<file path="src/rtl/rr_arb_8.sv">
// rr_arb_8: 8-way round-robin arbiter with per-owner hold limit.
// A grant is held until the owner strobes done, drops its request, or
// uses up MAX_HOLD cycles. One idle turnaround cycle always separates
// consecutive grants. All outputs are registered.
module rr_arb_8 #(
  parameter int unsigned MAX_HOLD = 4
) (
  input  logic       clk,
  input  logic       rst_n,
  input  logic [7:0] req,
  input  logic       done,
  output logic [7:0] gnt,
  output logic [2:0] gnt_idx,
  output logic       gnt_valid
);

  typedef enum logic {
    IDLE = 1'b0,
    BUSY = 1'b1
  } state_t;

  localparam logic [3:0] HOLD_LAST = 4'(MAX_HOLD - 1);

  state_t     r_state;
  logic [2:0] r_ptr;
  logic [3:0] r_hold_cnt;

  logic [2:0] w_sel;
  logic       w_any;
  logic       w_release;

  // Pick the first requester at or after the priority pointer, wrapping 7->0.
  always_comb begin
    w_sel = '0;
    w_any = 1'b0;
    for (int unsigned i = 0; i < 8; i++) begin
      if (!w_any && req[r_ptr + 3'(i)]) begin
        w_any = 1'b1;
        w_sel = r_ptr + 3'(i);
      end
    end
  end

  // Any one of these ends the current grant; overlapping causes behave as one.
  always_comb begin
    w_release = done || !req[gnt_idx] || (r_hold_cnt == HOLD_LAST);
  end

  // Arbitration FSM with registered grant outputs.
  always_ff @(posedge clk or negedge rst_n) begin
    if (!rst_n) begin
      r_state    <= IDLE;
      r_ptr      <= '0;
      r_hold_cnt <= '0;
      gnt        <= '0;
      gnt_idx    <= '0;
      gnt_valid  <= 1'b0;
    end else begin
      case (r_state)
        IDLE: begin
          if (w_any) begin
            gnt        <= 8'd1 << w_sel;
            gnt_idx    <= w_sel;
            gnt_valid  <= 1'b1;
            r_hold_cnt <= '0;
            r_state    <= BUSY;
          end
        end
        BUSY: begin
          if (w_release) begin
            gnt        <= '0;
            gnt_valid  <= 1'b0;
            r_ptr      <= gnt_idx + 3'd1;
            r_hold_cnt <= '0;
            r_state    <= IDLE;
          end else begin
            r_hold_cnt <= r_hold_cnt + 4'd1;
          end
        end
      endcase
    end
  end

endmodule

</file>
<file path="config.mk">
export PLATFORM = sky130hd
export DESIGN_NAME = rr_arb_8
export DESIGN_NICKNAME = d
export VERILOG_FILES = /design/src/rtl/rr_arb_8.sv
export SDC_FILE = /design/constraint.sdc
export NUM_CORES = 1
export LEC_CHECK = 0
export CORE_ASPECT_RATIO = 1.2
export CORE_UTILIZATION = 55
export CTS_BUF_LIST = sky130_fd_sc_hd__clkbuf_2
export DETAILED_ROUTE_END_ITERATION = 10
export PLACE_DENSITY = 0.83
export SYNTH_ARGS = -nofsm -noshare
export SYNTH_HDL_FRONTEND = slang
export SYNTH_SLANG_ARGS = --single-unit
</file>
<file path="constraint.sdc">
create_clock -name clk -period 5.4 [get_ports clk]
set_input_delay 1.62 -clock clk [delete_from_list [all_inputs] [get_ports clk]]
set_output_delay 1.62 -clock clk [all_outputs]
set_load 0.02 [all_outputs]
</file>
==> run_summary.xml, run 1 <==
<?xml version="1.0" encoding="UTF-8"?>
<metrics>
  <group name="status">
    <metric name="run_status" unit="">completed</metric>
  </group>
  <group name="sta">
    <metric name="report.final.hold_viol_count" unit="">0</metric>
    <metric name="drv_slew" unit="">0</metric>
    <metric name="max_freq" unit="GHz">0.2490</metric>
    <metric name="tightestPinTransition" unit="ns">0.8528</metric>
    <metric name="slew_headroom" unit="%">42.97</metric>
    <metric name="finalSetupViolCount" unit="">0</metric>
    <metric name="tns" unit="ns">0</metric>
    <metric name="grt_setup_unrepaired" unit="">no</metric>
    <metric name="minimum_clock_period" unit="ns">4.017</metric>
    <metric name="skew" unit="ns">0.01026</metric>
    <metric name="layout_worst_path_cycle_share" unit="%">74.38</metric>
  </group>
  <group name="critical_path">
    <metric name="timing.critical_path.fanout_max" unit="">9</metric>
    <metric name="timing.critical_path.cells" unit="">clkdlybuf4s50_1 &gt; mux4_2 &gt; mux2i_1 &gt; a22o_1 &gt; nand2_2 &gt; o22ai_2 &gt; o2111ai_2 &gt; a32o_1</metric>
    <metric name="arrival" unit="ns">4.24</metric>
    <metric name="critical_path.startpoint_type" unit="">primary input</metric>
    <metric name="timing.critical_path.to_type" unit="">flip-flop</metric>
    <metric name="critical_path_required" unit="ns">5.62</metric>
    <metric name="cp_slowest_stage_delay" unit="ns">0.58</metric>
    <metric name="worstSetupPathType" unit="">primary input to flip-flop</metric>
    <metric name="critical_path.slowest_cell" unit="">sky130_fd_sc_hd__mux4_2</metric>
  </group>
  <group name="drt">
    <metric name="wire_length_per_cell_after_detailed_routing" unit="µm">18.40</metric>
    <metric name="drt_iter0_markers" unit="">50</metric>
    <metric name="finalWirelength" unit="µm">4084</metric>
    <metric name="viasPerCell" unit="">6.757</metric>
    <metric name="number_of_remaining_drc_errors" unit="">0</metric>
    <metric name="antenna_left" unit="">0</metric>
    <metric name="route.vias.total" unit="">1500</metric>
    <metric name="dr.pass1.iters" unit="">4</metric>
  </group>
  <group name="placed_design">
    <metric name="dp_hpwl" unit="µm">3179</metric>
    <metric name="buffers_on_ports" unit="">22</metric>
    <metric name="weighted_congestion_at_the_end_of_routability_driven_global_placement" unit="">0.8873</metric>
  </group>
  <group name="finish">
    <metric name="num-fill-cells" unit="">213</metric>
    <metric name="final_net_count" unit="">204</metric>
    <metric name="antenna_cells" unit="">0</metric>
    <metric name="drive_above_1_share" unit="%">17.02</metric>
    <metric name="area.growth.synth_to_final" unit="%">14.75</metric>
  </group>
  <group name="clock_tree">
    <metric name="clk_transition_reported_paths" unit="ns">0.18</metric>
    <metric name="postCtsSetupBuffers" unit="">0</metric>
    <metric name="cts_root_buffer" unit="">sky130_fd_sc_hd__clkbuf_2</metric>
    <metric name="tritoncts_num_sinks" unit="">20</metric>
    <metric name="cts_hold_buf" unit="">0</metric>
    <metric name="tritoncts" unit="">done</metric>
    <metric name="post_cts.resized_instances" unit="">0</metric>
    <metric name="clock_latency_at_the_later_pin_of_the_worst_skew_pair" unit="ns">0.31</metric>
    <metric name="htreeDepth" unit="">1</metric>
    <metric name="numCtsBuffers" unit="">3</metric>
    <metric name="max-clock-path-buffers" unit="">2</metric>
  </group>
  <group name="floorplan">
    <metric name="die_h" unit="µm">62.69</metric>
    <metric name="top_level_ports" unit="">23</metric>
    <metric name="initial_cell_density_of_the_core" unit="%">58.93</metric>
    <metric name="placeableCoreArea" unit="mm²">0.002864</metric>
    <metric name="design.die.area" unit="mm²">0.003295</metric>
    <metric name="die_x" unit="µm">52.57</metric>
    <metric name="placement_rows" unit="">21</metric>
  </group>
  <group name="synth">
    <metric name="netlist.top_cell.by_area" unit="">sky130_fd_sc_hd__dfrtp_1</metric>
    <metric name="synth.cell_area" unit="mm²">0.001688</metric>
    <metric name="synth.net_count" unit="">182</metric>
    <metric name="synthCells" unit="">167</metric>
    <metric name="synth.yosys.warnings" unit="">0</metric>
    <metric name="share_of_the_synthesized_area_in_compound_gates_ao_oa_aoi_oai" unit="%">22.76</metric>
    <metric name="yosys.cell_count.top_type" unit="">sky130_fd_sc_hd__dfrtp_1</metric>
    <metric name="synth_simple_gate_area_share" unit="%">17.49</metric>
    <metric name="synthArstFlopShare" unit="%">100.0</metric>
    <metric name="synth.area.mux_share" unit="%">20.09</metric>
    <metric name="post_synth_xor_area_fraction" unit="%">3.113</metric>
    <metric name="yosys.area_share.adder" unit="%">2.965</metric>
    <metric name="post_synth_most_frequent_cells" unit="">sky130_fd_sc_hd__dfrtp_1 (20), sky130_fd_sc_hd__nor2_1 (15), sky130_fd_sc_hd__nand2_1 (14)</metric>
    <metric name="post-synth-top-area-fraction" unit="%">29.65</metric>
    <metric name="yosysSeqAreaShare" unit="%">29.65</metric>
    <metric name="largest_family_of_logic_cells_by_synthesized_area" unit="">compound AO/OA/AOI/OAI gates</metric>
    <metric name="post_synthesis_sequential_element_count" unit="">20</metric>
    <metric name="leading_register_cell_type_out_of_synthesis" unit="">sky130_fd_sc_hd__dfrtp_1</metric>
    <metric name="post_synth_main_area_contributors" unit="">sky130_fd_sc_hd__dfrtp_1 (30%), sky130_fd_sc_hd__mux4_2 (13%), sky130_fd_sc_hd__nor2_1 (3.3%), sky130_fd_sc_hd__nand2_1 (3.1%), sky130_fd_sc_hd__a32o_1 (3.0%)</metric>
    <metric name="synth-edff-count" unit="">0</metric>
    <metric name="avgSynthCellArea" unit="µm²">10.11</metric>
    <metric name="yosysUniqueCellTypes" unit="">56</metric>
  </group>
  <group name="global_routing">
    <metric name="grt_first_pass_wirelength" unit="µm">6955</metric>
    <metric name="overall_global_routing_usage" unit="%">27.67</metric>
    <metric name="first_global_vias" unit="">1508</metric>
    <metric name="gr-total-overflow" unit="">0</metric>
    <metric name="antenna_found_initial" unit="">0</metric>
    <metric name="grt_start_max_net_pins" unit="">21</metric>
  </group>
  <group name="job">
    <metric name="cap_viol_max_count" unit="">0</metric>
  </group>
  <group name="min_path">
    <metric name="hold_path.class" unit="">flip-flop to flip-flop</metric>
  </group>
</metrics>
==> cell families (layout without fill, tap and decap cells) <==
kind of cell,count (synthesis),in the layout
flops,20,20
compound gates,50,50
mux,19,19
simple gates,54,54
xor+xnor,6,6
buf+inv,14,35
fa+ha+maj,4,4
==> flip-flops by register name, summed over array words and instances, names as in the netlist <==
name / flops
r_hold_cnt: 4
r_state: 1
gnt: 8
gnt_valid: 1
gnt_idx: 3
r_ptr: 3
==> per-layer routing <==
layer	share of wire (%)	global-route usage (%)	up-vias
met5	0	0	-
met4	3.5	12.83	0
met3	4.8	3.163	16
met2	52	46.04	58
met1	40	34.89	739
li1	-	-	687
==> worst max-delay path, delay by kind of cell <==
kind / cells / cell delay [ns]
AND/OR/NAND/NOR: 1 / 0.09
multiplexers: 2 / 0.93
buffers and inverters: 1 / 0.49
AO/OA/AOI/OAI: 4 / 1.11
==> final cells by class <==
| type | instances | area, µm² | area share, % |
|---|---|---|---|
| timing repair buffer | 22 | 220.2 | 11.37 |
| multi-input combinational | 133 | 1121 | 57.88 |
| inverter | 9 | 33.78 | 1.744 |
| sequential | 20 | 500.5 | 25.84 |
| clock buffer | 3 | 15.01 | 0.7752 |
| clock inverter | 1 | 3.754 | 0.1938 |
| tap | 34 | 42.54 | 2.196 |
==> per-stage QoR <==
stage | std cells | area, µm² | hold slack (ns) | utilization, % | setup slack (ns)
after floorplan | 167 | 1688 | 0.4458 | - | 1.828
after global placement | 218 | 1918 | 0.4654 | 66.97 | 1.170
after detailed placement | 218 | 1918 | 0.4771 | 66.97 | 1.070
after CTS | 222 | 1937 | 0.5068 | 67.63 | 1.447
after global routing | 222 | 1937 | 0.5232 | 67.63 | 1.235
final | 222 | 1937 | 0.5011 | 67.63 | 1.383
==> cell usage in the layout, fill, tap and decap left out, types with 2 or more instances in the layout <==
| master | count |
|---|---|
| sky130_fd_sc_hd__mux4_2 | 10 |
| sky130_fd_sc_hd__inv_1 | 9 |
| sky130_fd_sc_hd__xnor2_1 | 2 |
| sky130_fd_sc_hd__mux2_2 | 2 |
| sky130_fd_sc_hd__ha_1 | 4 |
| sky130_fd_sc_hd__clkdlybuf4s50_1 | 22 |
| sky130_fd_sc_hd__a31oi_1 | 2 |
| sky130_fd_sc_hd__o31ai_1 | 5 |
| sky130_fd_sc_hd__nor2_1 | 15 |
| sky130_fd_sc_hd__nand2b_1 | 4 |
| sky130_fd_sc_hd__xor2_1 | 4 |
| sky130_fd_sc_hd__a32o_1 | 5 |
| sky130_fd_sc_hd__o21ai_0 | 9 |
| sky130_fd_sc_hd__mux2i_1 | 4 |
| sky130_fd_sc_hd__o2bb2ai_1 | 2 |
| sky130_fd_sc_hd__nor2b_1 | 2 |
| sky130_fd_sc_hd__a21o_1 | 2 |
| sky130_fd_sc_hd__a21oi_2 | 3 |
| sky130_fd_sc_hd__a21oi_1 | 5 |
| sky130_fd_sc_hd__clkbuf_2 | 3 |
| sky130_fd_sc_hd__nand3_1 | 3 |
| sky130_fd_sc_hd__dfrtp_1 | 20 |
| sky130_fd_sc_hd__o211ai_1 | 3 |
| sky130_fd_sc_hd__nand2_1 | 14 |
| sky130_fd_sc_hd__and2_1 | 2 |
| sky130_fd_sc_hd__nor3b_1 | 3 |
==> path summary, 6_finish.rpt <==
| path | startpoint | end | slack, ns | depth (start not counted) |
|---|---|---|---|---|
| worst max-delay path | req[4] | gnt[2]$_DFFE_PN0P_ | 1.38 | 8 |
| worst min-delay path | r_hold_cnt[3]$_DFFE_PN0P_ | r_hold_cnt[3]$_DFFE_PN0P_ | 0.50 | 1 |
| worst max register to register | r_ptr[0]$_DFFE_PN0P_ | gnt[2]$_DFFE_PN0P_ | 1.73 | 9 |
| worst min register to register | r_hold_cnt[3]$_DFFE_PN0P_ | r_hold_cnt[3]$_DFFE_PN0P_ | 0.50 | 1 |
| max in group asynchronous | rst_n | r_ptr[0]$_DFFE_PN0P_ | 3.10 | 1 |
| min in group asynchronous | rst_n | gnt[1]$_DFFE_PN0P_ | 1.77 | 1 |
Power of run 1 is not shown: default switching activity piles up to over one toggle a cycle in this logic, so the estimate is an artifact.
==> inputs of run 2 (changes only) <==
Settings changed: CORE_UTILIZATION 55 to 51, PLACE_DENSITY 0.83 to 0.81.
Clock period 5.4 ns to 3.3 ns, I/O delays scaled along.
==> run_summary.xml, run 2 (synthesis gave the netlist of run 1 again) <==
<?xml version="1.0" encoding="UTF-8"?>
<metrics>
  <group name="critical_path">
    <metric name="timing.critical_path.fanout_max" unit="">7</metric>
    <metric name="worst_setup_path_startpoint" unit="">req[6]</metric>
    <metric name="worstSetupPathType" unit="">primary input to flip-flop</metric>
    <metric name="timing.critical_path.cells" unit="">clkdlybuf4s50_1 &gt; mux4_2 &gt; nor2b_1 &gt; o221a_2 &gt; o211a_1 &gt; o211ai_1 &gt; nand3_1 &gt; o31ai_1</metric>
    <metric name="critical_path.startpoint_type" unit="">primary input</metric>
    <metric name="ff2ff_path_depth" unit="">10</metric>
    <metric name="cp_slowest_stage_delay" unit="ns">0.58</metric>
    <metric name="rrSetupSlack" unit="ns">0.24</metric>
    <metric name="critical_path.slowest_cell" unit="">sky130_fd_sc_hd__mux4_2</metric>
    <metric name="arrival" unit="ns">3.48</metric>
    <metric name="regToRegEndpoint" unit="">gnt[4]$_DFFE_PN0P_</metric>
    <metric name="critical_path.endpoint" unit="">gnt[4]$_DFFE_PN0P_</metric>
    <metric name="r2r-start" unit="">r_ptr[1]$_DFFE_PN0P_</metric>
    <metric name="critical_path_required" unit="ns">3.56</metric>
    <metric name="timing.critical_path.to_type" unit="">flip-flop</metric>
  </group>
  <group name="sta">
    <metric name="drv_slew" unit="">0</metric>
    <metric name="finalSetupViolCount" unit="">0</metric>
    <metric name="tightestPinTransition" unit="ns">0.8884</metric>
    <metric name="skew" unit="ns">0.01917</metric>
    <metric name="post_route_setup_slack" unit="ns">0.07952</metric>
    <metric name="hold-worst-slack" unit="ns">0.5081</metric>
    <metric name="tns" unit="ns">0</metric>
    <metric name="minimum_clock_period" unit="ns">3.220</metric>
    <metric name="max_freq" unit="GHz">0.3105</metric>
    <metric name="layout_worst_path_cycle_share" unit="%">97.59</metric>
    <metric name="report.final.hold_viol_count" unit="">0</metric>
    <metric name="slew_headroom" unit="%">40.59</metric>
  </group>
  <group name="clock_tree">
    <metric name="max-clock-path-buffers" unit="">2</metric>
    <metric name="cts_root_buffer" unit="">sky130_fd_sc_hd__clkbuf_2</metric>
    <metric name="tritoncts" unit="">done</metric>
    <metric name="clock_latency_at_the_later_pin_of_the_worst_skew_pair" unit="ns">0.33</metric>
    <metric name="tritoncts_num_sinks" unit="">20</metric>
    <metric name="numCtsBuffers" unit="">3</metric>
    <metric name="htreeDepth" unit="">1</metric>
    <metric name="clk_transition_reported_paths" unit="ns">0.21</metric>
  </group>
  <group name="floorplan">
    <metric name="initial_cell_density_of_the_core" unit="%">54.26</metric>
    <metric name="top_level_ports" unit="">23</metric>
    <metric name="placement_rows" unit="">22</metric>
    <metric name="design.die.area" unit="mm²">0.003545</metric>
    <metric name="placeableCoreArea" unit="mm²">0.003110</metric>
    <metric name="die_h" unit="µm">65.02</metric>
    <metric name="die_x" unit="µm">54.52</metric>
  </group>
  <group name="finish">
    <metric name="reg.largest.list" unit="">gnt: 8 flops, r_hold_cnt: 4 flops</metric>
    <metric name="antenna_cells" unit="">0</metric>
    <metric name="mostFrequentLayoutCells" unit="">sky130_fd_sc_hd__buf_4 (33), sky130_fd_sc_hd__dfrtp_1 (20), sky130_fd_sc_hd__clkdlybuf4s50_1 (19)</metric>
    <metric name="layout_commonest_cell" unit="">sky130_fd_sc_hd__buf_4</metric>
    <metric name="area.growth.synth_to_final" unit="%">35.29</metric>
    <metric name="register_ranked_first_by_flip_flop_count" unit="">gnt</metric>
    <metric name="post-route-util" unit="%">73.41</metric>
    <metric name="drive_above_1_share" unit="%">35.29</metric>
    <metric name="flip_flop_count_of_the_largest_register_after_layout" unit="">8</metric>
    <metric name="final_net_count" unit="">237</metric>
  </group>
  <group name="global_routing">
    <metric name="antenna_found_initial" unit="">0</metric>
    <metric name="first_global_vias" unit="">1630</metric>
    <metric name="overall_global_routing_usage" unit="%">28.42</metric>
    <metric name="gr-total-overflow" unit="">0</metric>
    <metric name="grt_start_max_net_pins" unit="">21</metric>
    <metric name="grt_first_pass_wirelength" unit="µm">7251</metric>
  </group>
  <group name="placed_design">
    <metric name="dp_hpwl" unit="µm">3549</metric>
    <metric name="weighted_congestion_at_the_end_of_routability_driven_global_placement" unit="">0.8563</metric>
    <metric name="buffers_on_ports" unit="">22</metric>
    <metric name="dp_worst_setup_slack" unit="ns">-0.3489</metric>
  </group>
  <group name="drt">
    <metric name="antenna_left" unit="">0</metric>
    <metric name="number_of_remaining_drc_errors" unit="">0</metric>
    <metric name="viasPerCell" unit="">6.276</metric>
    <metric name="drt_iter0_markers" unit="">41</metric>
    <metric name="route.vias.total" unit="">1613</metric>
    <metric name="dr.pass1.iters" unit="">4</metric>
    <metric name="finalWirelength" unit="µm">4601</metric>
    <metric name="wire_length_per_cell_after_detailed_routing" unit="µm">17.90</metric>
  </group>
  <group name="min_path">
    <metric name="worstHoldStart" unit="">r_hold_cnt[3]$_DFFE_PN0P_</metric>
    <metric name="hold_path.class" unit="">flip-flop to flip-flop</metric>
  </group>
  <group name="status">
    <metric name="run_status" unit="">completed</metric>
  </group>
  <group name="job">
    <metric name="cap_viol_max_count" unit="">0</metric>
  </group>
</metrics>
[run 2: per-layer routing]
metal	routed length, µm	global-route usage, %	up-vias
met2	2483	49.24	44
met4	161	14.74	0
li1	-	-	751
met3	141	3.052	17
met1	1814	32.92	801
met5	0	0	-
[run 2: stage by stage]
| stage | cell area [µm²] | cells |
|---|---|---|
| 4_1_cts | 2206 | 256 |
| 5_1_grt | 2283 | 257 |
| 6_report | 2283 | 257 |
| 2_1_floorplan | 1688 | 167 |
| 3_3_place_gp | 2161 | 252 |
| 3_5_place_dp | 2161 | 252 |
[run 2: how the worst min path moves through the flow]
| stage | end | slack (ns) | depth (start not counted) |
|---|---|---|---|
| global route | gnt[1]$_DFFE_PN0P_ | 0.53 | 1 |
| global placement | r_hold_cnt[3]$_DFFE_PN0P_ | 0.46 | 1 |
| floorplan | r_hold_cnt[3]$_DFFE_PN0P_ | 0.45 | 1 |
| detailed placement | gnt[5]$_DFFE_PN0P_ | 0.47 | 2 |
| finish | r_hold_cnt[3]$_DFFE_PN0P_ | 0.51 | 1 |
| CTS | r_hold_cnt[3]$_DFFE_PN0P_ | 0.51 | 1 |
[run 2: layout make-up]
cell class | instances | area (µm²)
inverter | 9 | 33.78
timing repair buffer | 55 | 475.5
fill | 219 | 827.0
clock buffer | 3 | 15.01
multi-input combinational | 133 | 1184
tap | 36 | 45.04
clock inverter | 1 | 30.03
sequential | 20 | 500.5
[run 2: timing repair]
item,in CTS,in global routing
setup buffers,0,1
resized for setup,0,17
endpoints found under the setup margin,0,9
hold buffers,0,0
[run 2: worst max-delay path: cells and delay by family]
| family | cells | cell delay [ns] |
|---|---|---|
| compound gates | 4 | 1.03 |
| buf+inv | 1 | 0.47 |
| simple gates | 2 | 0.42 |
| mux | 1 | 0.58 |
Power of run 2 is left out for the same reason.
